<file path="config.mk">
export PLATFORM = sky130hd
export DESIGN_NAME = shake_arbiter
export DESIGN_NICKNAME = d
export VERILOG_FILES = /design/src/rtl/shake_arbiter.sv
export SDC_FILE = /design/constraint.sdc
export NUM_CORES = 1
export LEC_CHECK = 0
export ABC_AREA = 1
export BUFFER_PORTS_ARGS = -buffer_cell sky130_fd_sc_hd__buf_2
export CORE_AREA = 2 2 186 188
export CTS_BUF_LIST = sky130_fd_sc_hd__clkbuf_2 sky130_fd_sc_hd__clkbuf_4 sky130_fd_sc_hd__clkbuf_8
export CTS_CLUSTER_DIAMETER = 120
export DETAILED_ROUTE_END_ITERATION = 10
export DIE_AREA = 0 0 188 190
export PLACE_DENSITY = 0.67
export SLEW_MARGIN = 20
export SYNTH_ARGS = -nofsm -noshare
export SYNTH_HDL_FRONTEND = slang
export SYNTH_SLANG_ARGS = --single-unit
</file>
<file path="constraint.sdc">
create_clock -name clk -period 2.3 [get_ports clk]
set_input_delay 0.46 -clock clk [delete_from_list [all_inputs] [get_ports clk]]
set_output_delay 0.46 -clock clk [all_outputs]
set_load 0.02 [all_outputs]
</file>
<file path="src/rtl/shake_arbiter.sv">
// Round-robin arbiter that lends the single SHAKE core to one requester per
// transaction (header, input words, output words) and routes its handshakes.
module shake_arbiter #(
  parameter int N_REQ = 4,
  parameter int W     = 64,
  parameter int LEN_W = 32
) (
  input  logic               clk,
  input  logic               rst,
  input  logic [N_REQ-1:0]   req_valid_in,
  input  logic [N_REQ*W-1:0] req_data_in,
  output logic [N_REQ-1:0]   req_ready_out,
  output logic [N_REQ-1:0]   req_valid_out,
  input  logic [N_REQ-1:0]   req_ready_in,
  output logic [W-1:0]       req_data_out,
  output logic [N_REQ-1:0]   grant,
  output logic               busy,
  output logic               shake_valid_in,
  output logic [W-1:0]       shake_data_in,
  input  logic               shake_ready_out,
  input  logic               shake_valid_out,
  input  logic [W-1:0]       shake_data_out,
  output logic               shake_ready_in
);

  localparam int PTR_W = $clog2(N_REQ);
  localparam int CNT_W = LEN_W + 1;

  typedef enum logic [2:0] {IDLE, HEADER, INPUT, OUTPUT, RELEASE} state_e;

  state_e             state_q, state_d;
  logic [N_REQ-1:0]   grant_q, grant_d;
  logic [PTR_W-1:0]   gidx_q, gidx_d;
  logic [PTR_W-1:0]   rr_ptr_q, rr_ptr_d;
  logic [CNT_W-1:0]   in_cnt_q, in_cnt_d;
  logic [CNT_W-1:0]   out_cnt_q, out_cnt_d;

  logic [W-1:0]       g_data;
  logic [CNT_W-1:0]   hdr_in_words;
  logic [CNT_W-1:0]   hdr_out_words;
  logic               pick_valid;
  logic [PTR_W-1:0]   pick_idx;

  // One extra bit keeps the rounding add from wrapping at the maximum length.
  function automatic logic [CNT_W-1:0] words(input logic [LEN_W-1:0] len);
    logic [CNT_W-1:0] wide;
    wide = {1'b0, len} + CNT_W'(W - 1);
    return wide / CNT_W'(W);
  endfunction

  assign g_data        = req_data_in[gidx_q*W +: W];
  assign hdr_in_words  = words(g_data[2*LEN_W-1:LEN_W]);
  assign hdr_out_words = words(g_data[LEN_W-1:0]);

  always_comb begin
    pick_valid = 1'b0;
    pick_idx   = '0;
    for (int i = 0; i < N_REQ; i++) begin
      int k;
      k = int'(rr_ptr_q) + i;
      if (k >= N_REQ) k = k - N_REQ;
      if (!pick_valid && req_valid_in[PTR_W'(k)]) begin
        pick_valid = 1'b1;
        pick_idx   = PTR_W'(k);
      end
    end
  end

  always_comb begin
    state_d        = state_q;
    grant_d        = grant_q;
    gidx_d         = gidx_q;
    rr_ptr_d       = rr_ptr_q;
    in_cnt_d       = in_cnt_q;
    out_cnt_d      = out_cnt_q;
    req_ready_out  = '0;
    req_valid_out  = '0;
    shake_valid_in = 1'b0;
    shake_data_in  = '0;
    shake_ready_in = 1'b0;

    unique case (state_q)
      IDLE: begin
        if (pick_valid) begin
          grant_d = N_REQ'(1) << pick_idx;
          gidx_d  = pick_idx;
          state_d = HEADER;
        end
      end
      HEADER, INPUT: begin
        shake_valid_in          = req_valid_in[gidx_q];
        shake_data_in           = g_data;
        req_ready_out[gidx_q]   = shake_ready_out;
        if (req_valid_in[gidx_q] && shake_ready_out) begin
          if (state_q == HEADER) begin
            in_cnt_d  = hdr_in_words;
            out_cnt_d = hdr_out_words;
            if (hdr_in_words != '0) begin
              state_d = INPUT;
            end else if (hdr_out_words != '0) begin
              state_d = OUTPUT;
            end else begin
              state_d = RELEASE;
              grant_d = '0;
            end
          end else begin
            in_cnt_d = in_cnt_q - 1'b1;
            if (in_cnt_q == CNT_W'(1)) begin
              if (out_cnt_q != '0) begin
                state_d = OUTPUT;
              end else begin
                state_d = RELEASE;
                grant_d = '0;
              end
            end
          end
        end
      end
      OUTPUT: begin
        shake_ready_in        = req_ready_in[gidx_q];
        req_valid_out[gidx_q] = shake_valid_out;
        if (shake_valid_out && req_ready_in[gidx_q]) begin
          out_cnt_d = out_cnt_q - 1'b1;
          if (out_cnt_q == CNT_W'(1)) begin
            state_d = RELEASE;
            grant_d = '0;
          end
        end
      end
      RELEASE: begin
        rr_ptr_d = (int'(gidx_q) == N_REQ - 1) ? '0 : gidx_q + 1'b1;
        state_d  = IDLE;
      end
      default: state_d = IDLE;
    endcase
  end

  always_ff @(posedge clk or posedge rst) begin
    if (rst) begin
      state_q   <= IDLE;
      grant_q   <= '0;
      gidx_q    <= '0;
      rr_ptr_q  <= '0;
      in_cnt_q  <= '0;
      out_cnt_q <= '0;
    end else begin
      state_q   <= state_d;
      grant_q   <= grant_d;
      gidx_q    <= gidx_d;
      rr_ptr_q  <= rr_ptr_d;
      in_cnt_q  <= in_cnt_d;
      out_cnt_q <= out_cnt_d;
    end
  end

  assign grant        = grant_q;
  assign busy         = |grant_q;
  assign req_data_out = shake_data_out;

  // A grant exists exactly while a transaction is being routed.
  a_grant_onehot: assert property (@(posedge clk) disable iff (rst) $onehot0(grant_q));
  a_busy_match:   assert property (@(posedge clk) disable iff (rst) busy == (|grant_q));
  a_grant_state:  assert property (@(posedge clk) disable iff (rst)
                    ((state_q == IDLE) || (state_q == RELEASE)) == (grant_q == '0));

endmodule

</file>
## After elaboration in Yosys (flattened, before gate mapping)

Index checks and enable logic that the tools add are counted.

| storage, ports and cells | value |
|---|---|
| output and inout bits | 143 |
| word-level logic and storage cells | 131 |
| register bits | 77 |

| operators by class | value |
|---|---|
| $add $sub $neg | 12 |
| eq/ne operators | 16 |
| shifts and indexed selects | 2 |
| bitwise operators | 2 |
| multiplexer cells | 61 |
| magnitude comparators | 10 |
| reductions and logical operators | 22 |

Operator list:

| cell | count |
|---|---|
| $shiftx A256 B9 Y64 | 1 |
| $mux W33 | 4 |
| $reduce_bool A33 Y1 | 3 |
| $add A32 B6 Y33 const B | 2 |
| $eq A33 B1 Y1 const B | 2 |
| $pmux W33 S2 | 1 |
| $sub A33 B1 Y33 const B | 2 |
| $mux W64 | 1 |
| $mux W4 | 11 |
| $mux W3 | 9 |
| $mux W2 | 9 |
| $mux W1 | 17 |
| $lt A2 B4 Y1 const B | 4 |
| $bmux W1 S2 | 6 |
| $ne A3 B3 Y1 const B | 4 |
| $pmux W4 S3 | 1 |
| $ne A2 B2 Y1 const B | 5 |
| $ge A3 B3 Y1 const B | 3 |
| $pmux W3 S3 | 1 |
| $reduce_and A9 Y1 | 1 |
| $and A4 B4 Y4 | 2 |
| $sub A2 B1 Y2 const B | 4 |
| $add A2 B2 Y3 const B | 2 |
| $eq A3 B2 Y1 const B | 2 |
| other kinds (20) | 28 |

## Depth between registers and ports, before layout

Gate-level depths: netlist of run 1.

| depth | value |
|---|---|
| depth after elaboration | 18 |
| depth in mapped cells | 24 |

## Worst setup path before layout of run 1

Ideal clock, no wire load.

| path | value |
|---|---|
| path kind | register to register |
| from | reg gidx_q[0] |
| to | reg grant_q[1] (netlist: grant[1]) |
| arrival | 2.298 ns |
| library setup time | 0.117 ns |
| cell stages (with the launch flop) | 17 |
| buffers on the path | 4 |
| slack | -0.115 ns |
| data required time | 2.183 ns |
| cells stage by stage | dfrtp_1 -> buf_6 -> inv_6 -> buf_8 -> buf_6 -> buf_6 -> nand2_1 -> a32o_1 -> o21ai_1 -> nand4_1 -> or2_1 -> nor2_2 -> inv_2 -> nor2_2 -> nand3_2 -> nand2_1 -> nand2_1 |

| between the ends | value |
|---|---|
| word-level cells in the longest chain between the ends | 5 |

Ends and longest elaborated chain:

| item | RTL line | RTL |
|---|---|---|
| start: declaration | 33 | `logic [PTR_W-1:0] gidx_q, gidx_d;` |
| start signal: assignment | 149 | `gidx_q <= gidx_d;` |
| $shiftx A256 B9 Y64 (tied with other cells) | 51 | `assign g_data = req_data_in[gidx_q*W +: W];` |
| $add A32 B6 Y33 (tied with other cells) | 47 | `wide = {1'b0, len} + CNT_W'(W - 1);` |
| $reduce_bool A33 Y1 (tied with other cells) | 100 | `end else if (hdr_out_words != '0) begin` |
| $ne A3 B3 Y1 (no line) or $ne A2 B2 Y1 (tied branches) | -- |  |
| $reduce_and A9 Y1 (no line) (*) | -- |  |
| end signal: assignment | 148 | `grant_q <= grant_d;` |
| end: declaration | 32 | `logic [N_REQ-1:0] grant_q, grant_d;` |

Every way passes the cells marked *; elsewhere a longest branch is shown, timed or not. The select of a mux whose other input is x is not followed.
A chain may end at the register's enable or synchronous reset.

## Final worst setup path of run 1

Same ends and word-level chain as after synthesis.

==> reports/summary.txt, run 1 <==
Floorplan core area - 33900 sq um
Synthesized instance count - 2143
Power per cell area - 1360 nW/um^2
Vias per cell - 5.12
Flip-flop and latch area - 1930 sq um
Switching share of power - 0.537
Final HPWL from detailed placement - 42500 microns
Maximum number of pins on one net before global-route repair - 68
Run status - complete, but fails checks
Worst slew margin relative to its limit - 0.697
Area occupied by multi-input gates - 9140 sq um
Fill cell total of the finished layout - 3372
Final min period - 2.96 ns
Number of distinct library cells after synthesis - 49
Switch Pwr - 13600 uW
Pre-Repair DR Iteration Count - 6
DR DRC count - 0
Number of nets at the end of the flow - 3164
Via count of the first global-routing pass - 15971
Initial core utilization - 0.336
Sequential fraction of design power - 0.102
Number of DRC markers after the initial detailed-route iteration - 1649
FMAX - 338 MHz
Cell with the most instances after synthesis - nand2_1
Count of nets left with antenna violations after detail routing - 0
Part of the power in the clock network - 0.045
Share of the synthesized area in the top cell type - 0.272
Global route total overflow - 0
CP Data Arrival Time - 3.23 ns
RSZ-0062 raised after global routing - yes
Layout Cells excl Fill - 3285
Sequential element share of the synthesized area - 0.169
Worst skew pair latency - 0.39 ns
Number of flops mapped to enable cells by yosys - 0
Internal power - 11700 uW
Net count of the mapped netlist - 2483
Post-layout total power - 25300 uW
Die width - 188 microns
Routed WL per cell - 16.6 microns
First-pass GRT wire length - 82700 microns
Transition time at the pin with the least slew margin - 0.450 ns
Buffer type at the clock tree root - clkbuf_8
CP Max Fanout - 7
Max-capacitance violation count - 0
Required time reported for the critical path endpoint - 2.57 ns
Total track usage - 0.288
Share of total power in combinational logic - 0.854
IO buf count - 346
Failing checks - negative setup slack
Clock slew seen by the registers of the worst setup and hold paths - 0.10 ns
Wire length after detailed routing - 54700 microns
Class of the most critical hold timing path - in2async
Register-to-register setup slack - -0.66 ns
Synth area leader - nand2_1
Count of pins on the block boundary - 475
Final-report max-slew violation count - 0
CP endpoint kind - register
Post-synthesis instance area - 11400 sq um
Number of failing setup endpoints in the final timing report - 142
Crit Path Category - reg2reg
Worst reg2reg path depth - 25
Area enclosed by the die boundary - 35700 sq um
Maximum clock path buffer count - 2
Worst supply voltage drop on vdd - 793 uV
Post-place setup slack - -1.05 ns
Number of antenna violations at the first check in global routing - 1
Worst Skew - 0.0144 ns
PnR worst setup slack - -0.662 ns
Timing startpoint of the critical path - gidx_q[0]
Critical path capture point - grant[1]
Top post-synthesis cells by area - nand2_1 27%, dfrtp_1 17%, nand3_1 11%
Period utilisation layout - 1.29
H-tree level count - 3
Via count of the routed design - 16819
Mean cell area of the mapped netlist - 5.33 sq um
Most frequently used flop master after synthesis - dfrtp_1
Total leakage power - 0.00977 uW
Area added between synthesis and finish - 63.1%
Startpoint kind of the worst setup timing path - register
Register bit total from synthesis - 77
Share of async-settable or async-resettable flops after synthesis - 1.00
Site row count - 68
Leading post-synthesis cells by instance count - 827 x nand2_1, 320 x nor2_1, 241 x nand3_1
Fraction of final layout cells with drive strength greater than 1 - 0.435
Final sum of negative setup slack - -35.14 ns
Cts bufs inserted - 9
Reg-to-Reg Start - gidx_q[0]
Endpoints failing hold - 0
Yosys warns - 0
End of the worst register-to-register path - grant[1]
Clock Sink Count - 77
Die H - 190 microns
Worst hold margin - 0.0587 ns
Placed Cells incl. Taps - 3196
GPL Wtd Cong - 0.980
TritonCTS clock tree - yes
## layer usage
metal | GRT usage | routed length (microns) | vias to the layer above | share of wire
met4 | 0.0639 | 1220 | 0 | 0.022
met3 | 0.0456 | 3820 | 108 | 0.070
li1 | - | - | 8112 | -
met1 | 0.345 | 21400 | 7844 | 0.39
met5 | 0 | 0 | - | 0
met2 | 0.538 | 28200 | 755 | 0.52
## power by group through the flow
stage	combinational [uW]	clock (uW)	sequential, uW
final	21600	1130	2570
after global routing	23300	1210	2660
after CTS	19500	1150	2540
after detailed placement	17500	0	2560
after global placement	17300	0	2540
after floorplan	9880	0	2470
## cell type report
class | instances | area share
sequential | 77 | 0.104
antenna | 1 | 0.000134
clock buffer | 9 | 0.00665
multi-input combinational | 1737 | 0.491
inverter | 183 | 0.0384
tap | 455 | 0.0306
timing repair buffer | 813 | 0.323
timing repair inverter | 3 | 0.00195
clock inverter | 7 | 0.00437
## cell families (layout without fill, tap and decap cells)
kind of cell,count (synthesis),after routing,share of synthesized area
other cells,0,1,0
flops,77,77,0.169
buf+inv,329,1015,0.151
fa+ha+maj,8,8,0.00877
simple gates,1514,1514,0.559
compound gates,192,192,0.0949
xor+xnor,23,23,0.0176
## timing repair
item                                    in CTS  in global routing
pin swaps                                   41                 96
gates cloned                                 9                  2
endpoints found under the setup margin     149                148
hold buffers                                 0                  0
gates resized for setup                    248                287
setup buffers                               36                 30
## worst min path at each step
stage                  startpoint       endpoint  slack [ns]  depth (start not counted)
global route                  rst     state_q[2]        0.07                          2
global placement    out_cnt_q[30]  out_cnt_q[30]        0.45                          1
floorplan           out_cnt_q[30]  out_cnt_q[30]        0.43                          1
detailed placement  out_cnt_q[30]  out_cnt_q[30]        0.46                          1
finish                        rst  out_cnt_q[28]        0.06                          2
CTS                           rst  out_cnt_q[23]        0.05                          2
## metrics by stage
stage / cell area, sq um / utilization
after floorplan: 11500 / -
after global placement: 16000 / 0.472
after detailed placement: 16000 / 0.472
after CTS: 17400 / 0.513
after global routing: 18600 / 0.548
final: 18600 / 0.548
## flip-flops by register name (all words and copies together), names as in the netlist
signal     count
grant          4
rr_ptr_q       2
gidx_q         2
out_cnt_q     33
state_q        3
in_cnt_q      33
## layout by cell type (no fill, tap or decap), drive strengths merged, types with 8 or more instances in the layout
master / instances
buf: 810
dfrtp: 77
o21ai: 96
clkbuf: 11
nand2: 854
o211ai: 12
o22ai: 8
ha: 8
xor2: 19
a21oi: 46
nor2: 349
nand4: 26
nor3: 21
nand3: 246
inv: 187
a31oi: 10
## critical path, cell delays in order, from the launching register on
cell     delay [ns]
dfrtp_4        0.48
buf_12         0.17
inv_16         0.05
buf_6          0.11
buf_6          0.12
nand2_2        0.06
nand3_2        0.10
nand2_4        0.12
nand2_4        0.06
nor2_4         0.13
nand2_4        0.09
buf_12         0.15
nand2_2        0.06
nand2_2        0.05
nand2_1        0.05
nand2_1        0.05
nor2_2         0.14
nand2_1        0.08
nor2_2         0.14
nand2_1        0.07
nor2_1         0.11
nand2_1        0.11
nand2_2        0.13
nand3_4        0.10
nand2_1        0.07
nand2_1        0.05
Power figures use the tool's default switching activity.
==> run 2: changes to the inputs <==
--- a/config.mk
+++ b/config.mk
@@ -8,7 +8,7 @@
 export ABC_AREA = 1
 export BUFFER_PORTS_ARGS = -buffer_cell sky130_fd_sc_hd__buf_2
 export CORE_AREA = 2 2 186 188
-export CTS_BUF_LIST = sky130_fd_sc_hd__clkbuf_2 sky130_fd_sc_hd__clkbuf_4 sky130_fd_sc_hd__clkbuf_8
+export CTS_BUF_LIST = sky130_fd_sc_hd__clkbuf_2
 export CTS_CLUSTER_DIAMETER = 120
 export DETAILED_ROUTE_END_ITERATION = 10
 export DIE_AREA = 0 0 188 190
==> reports/summary.txt, run 2 (same netlist as run 1, synthesis figures left out) <==
Initial core utilization - 0.336 (unchanged)
Internal power - 13000 uW (was 11700 uW)
Run status - complete, but fails checks (unchanged)
Via count of the first global-routing pass - 15764 (was 15971)
Worst slew margin relative to its limit - 0.699 (was 0.697)
Cts bufs inserted - 9 (unchanged)
Global route total overflow - 0 (unchanged)
Max-capacitance violation count - 0 (unchanged)
First-pass GRT wire length - 82100 microns (was 82700 microns)
Worst skew pair latency - 0.62 ns (was 0.39 ns)
Share of total power in combinational logic - 0.877 (was 0.854)
Critical path's largest stage delay - 0.66 ns (was 0.48 ns)
Die width - 188 microns (unchanged)
Worst supply voltage drop on vdd - 848 uV (was 793 uV)
Total track usage - 0.286 (was 0.288)
RSZ-0062 raised after global routing - yes (unchanged)
Wire length after detailed routing - 58300 microns (was 54700 microns)
Area enclosed by the die boundary - 35700 sq um (unchanged)
IO buf count - 346 (unchanged)
Failing checks - negative setup slack (unchanged)
Placed Cells incl. Taps - 3196 (unchanged)
Layout Cell Area excl Fill - 20200 sq um (was 18600 sq um)
H-tree level count - 3 (unchanged)
CP Data Arrival Time - 2.62 ns (was 3.23 ns)
Final min period - 3.08 ns (was 2.96 ns)
DR DRC count - 0 (unchanged)
Switch Pwr - 15000 uW (was 13600 uW)
Fill cell total of the finished layout - 3155 (was 3372)
Layout Cells excl Fill - 3313 (was 3285)
Count of nets left with antenna violations after detail routing - 0 (unchanged)
Number of DRC markers after the initial detailed-route iteration - 1432 (was 1649)
Fraction of final layout cells with drive strength greater than 1 - 0.490 (was 0.435)
Final HPWL from detailed placement - 42500 microns (unchanged)
Clock slew seen by the registers of the worst setup and hold paths - 0.29 ns (was 0.10 ns)
Post-placement cell area - 16000 sq um (unchanged)
Crit Path Category - reg2out (was reg2reg)
Total leakage power - 0.0103 uW (was 0.00977 uW)
Die H - 190 microns (unchanged)
FMAX - 324 MHz (was 338 MHz)
Maximum number of pins on one net before global-route repair - 68 (unchanged)
Transition time at the pin with the least slew margin - 0.448 ns (was 0.450 ns)
Class of the most critical hold timing path - in2async (unchanged)
Worst Skew - 0.0539 ns (was 0.0144 ns)
Sequential fraction of design power - 0.092 (was 0.102)
Most used cell, CP - buf_12 (was nand2_1)
Number of failing setup endpoints in the final timing report - 149 (was 142)
Required time reported for the critical path endpoint - 1.84 ns (was 2.57 ns)
TritonCTS clock tree - yes (unchanged)
Count of pins on the block boundary - 475 (unchanged)
Switching share of power - 0.535 (was 0.537)
Series of cell instances along the critical path - buf_12 > buf_12 > buf_12 > buf_6 > a21oi_2 > a32o_2 > buf_4 > nor2_2 > buf_4
Maximum clock path buffer count - 2 (unchanged)
Vias per cell - 5.22 (was 5.12)
Site row count - 68 (unchanged)
Final-report max-slew violation count - 0 (unchanged)
Clock Sink Count - 77 (unchanged)
PnR worst setup slack - -0.785 ns (was -0.662 ns)
Period utilisation layout - 1.34 (was 1.29)
CP Max Fanout - 13 (was 7)
Power per cell area - 1390 nW/um^2 (was 1360 nW/um^2)
Most common cell after layout, fill and taps aside - nand2_1 (unchanged)
Buffer type at the clock tree root - clkbuf_2 (was clkbuf_8)
Number of nets at the end of the flow - 3191 (was 3164)
Area added between synthesis and finish - 76.8% (was 63.1%)
Number of antenna violations at the first check in global routing - 3 (was 1)
Worst hold margin - 0.385 ns (was 0.0587 ns)
Final sum of negative setup slack - -66.37 ns (was -35.14 ns)
Endpoints failing hold - 0 (unchanged)
Leading cell types in the layout, fill and taps excluded - 655 x nand2_1, 415 x buf_4, 273 x buf_2 (was 694 x nand2_1, 439 x buf_4, 300 x buf_2)
Pre-Repair DR Iteration Count - 6 (unchanged)
Via count of the routed design - 17300 (was 16819)
Startpoint kind of the worst setup timing path - register (unchanged)
Post-place setup slack - -1.05 ns (unchanged)
Floorplan core area - 33900 sq um (unchanged)
Cell at the slowest stage of the critical path - dfrtp_4 (unchanged)
Worst reg2reg path depth - 21 (was 25)
Routed WL per cell - 17.6 microns (was 16.6 microns)
GPL Wtd Cong - 0.980 (unchanged)
CP endpoint kind - primary output (was register)
Part of the power in the clock network - 0.031 (was 0.045)
## run 2: cell types whose count changed in the layout (fill, tap and decap cells not counted), sizes merged
cell / previous run / this run
buf: 810 / 824
clkbuf: 11 / 24
inv: 187 / 185
clkinv: 3 / 4
diode: 1 / 2
dlygate4sd3: 0 / 1
## run 2: final timing paths
| check | start | slack (ns) | end |
|---|---|---|---|
| min in group clk | req_data_in[118] | 0.49 | in_cnt_q[16] |
| max in group asynchronous | rst | 1.28 | out_cnt_q[18] |
| hold reg to reg | out_cnt_q[30] | 0.49 | out_cnt_q[30] |
| setup reg to reg | gidx_q[0] | -0.75 | grant[0] |
| setup / recovery | gidx_q[0] | -0.78 | shake_ready_in |
| hold / removal | rst | 0.39 | state_q[2] |
## run 2: repair_timing
item	in CTS	in global routing
pin swaps	33	164
endpoints found under the hold margin	12	0
gates cloned	7	17
buffers inserted	26	55
resized for setup	213	630
setup endpoints to repair	149	149
hold buffers	1	0
## run 2: critical path: cells and delay by family (launching register included)
family | cells | cell delay (ns)
compound gates | 2 | 0.38
simple gates | 1 | 0.03
flops | 1 | 0.66
buf+inv | 6 | 0.92
## run 2: metrics by stage
step	utilization	power (uW)
after global routing	0.594	29800
after CTS	0.506	22700
after global placement	0.472	19900
after floorplan	-	12400
after detailed placement	0.472	20100
final	0.595	28000
## run 2: area by class of cell
type,instances,area (sq um),area share
diodes,2,5.00,0.000248
clock buffers,9,45.0,0.00223
clock inverters,7,81.3,0.00403
inverters,183,732,0.0363
multi-input cells,1737,9940,0.492
flip-flops and latches,77,1930,0.0958
well taps,455,569,0.0282
repair buffers,841,6850,0.339
repair inverters,2,32.5,0.00161
## run 2: metal layers
layer | global-route usage | vias up | routed length [microns]
met4 | 0.0681 | 0 | 2600
met1 | 0.343 | 8079 | 22500
li1 | - | 8193 | -
met2 | 0.534 | 863 | 29000
met5 | 0 | - | 0
met3 | 0.0398 | 165 | 4230
## run 2: power groups by stage
stage          Clock [uW]  Sequential, uW  Combinational [uW]
4_1_cts               874            2560               19200
2_1_floorplan           0            2470                9880
6_report              863            2580               24600
5_1_grt               929            2670               26200
3_5_place_dp            0            2560               17500
3_3_place_gp            0            2540               17300
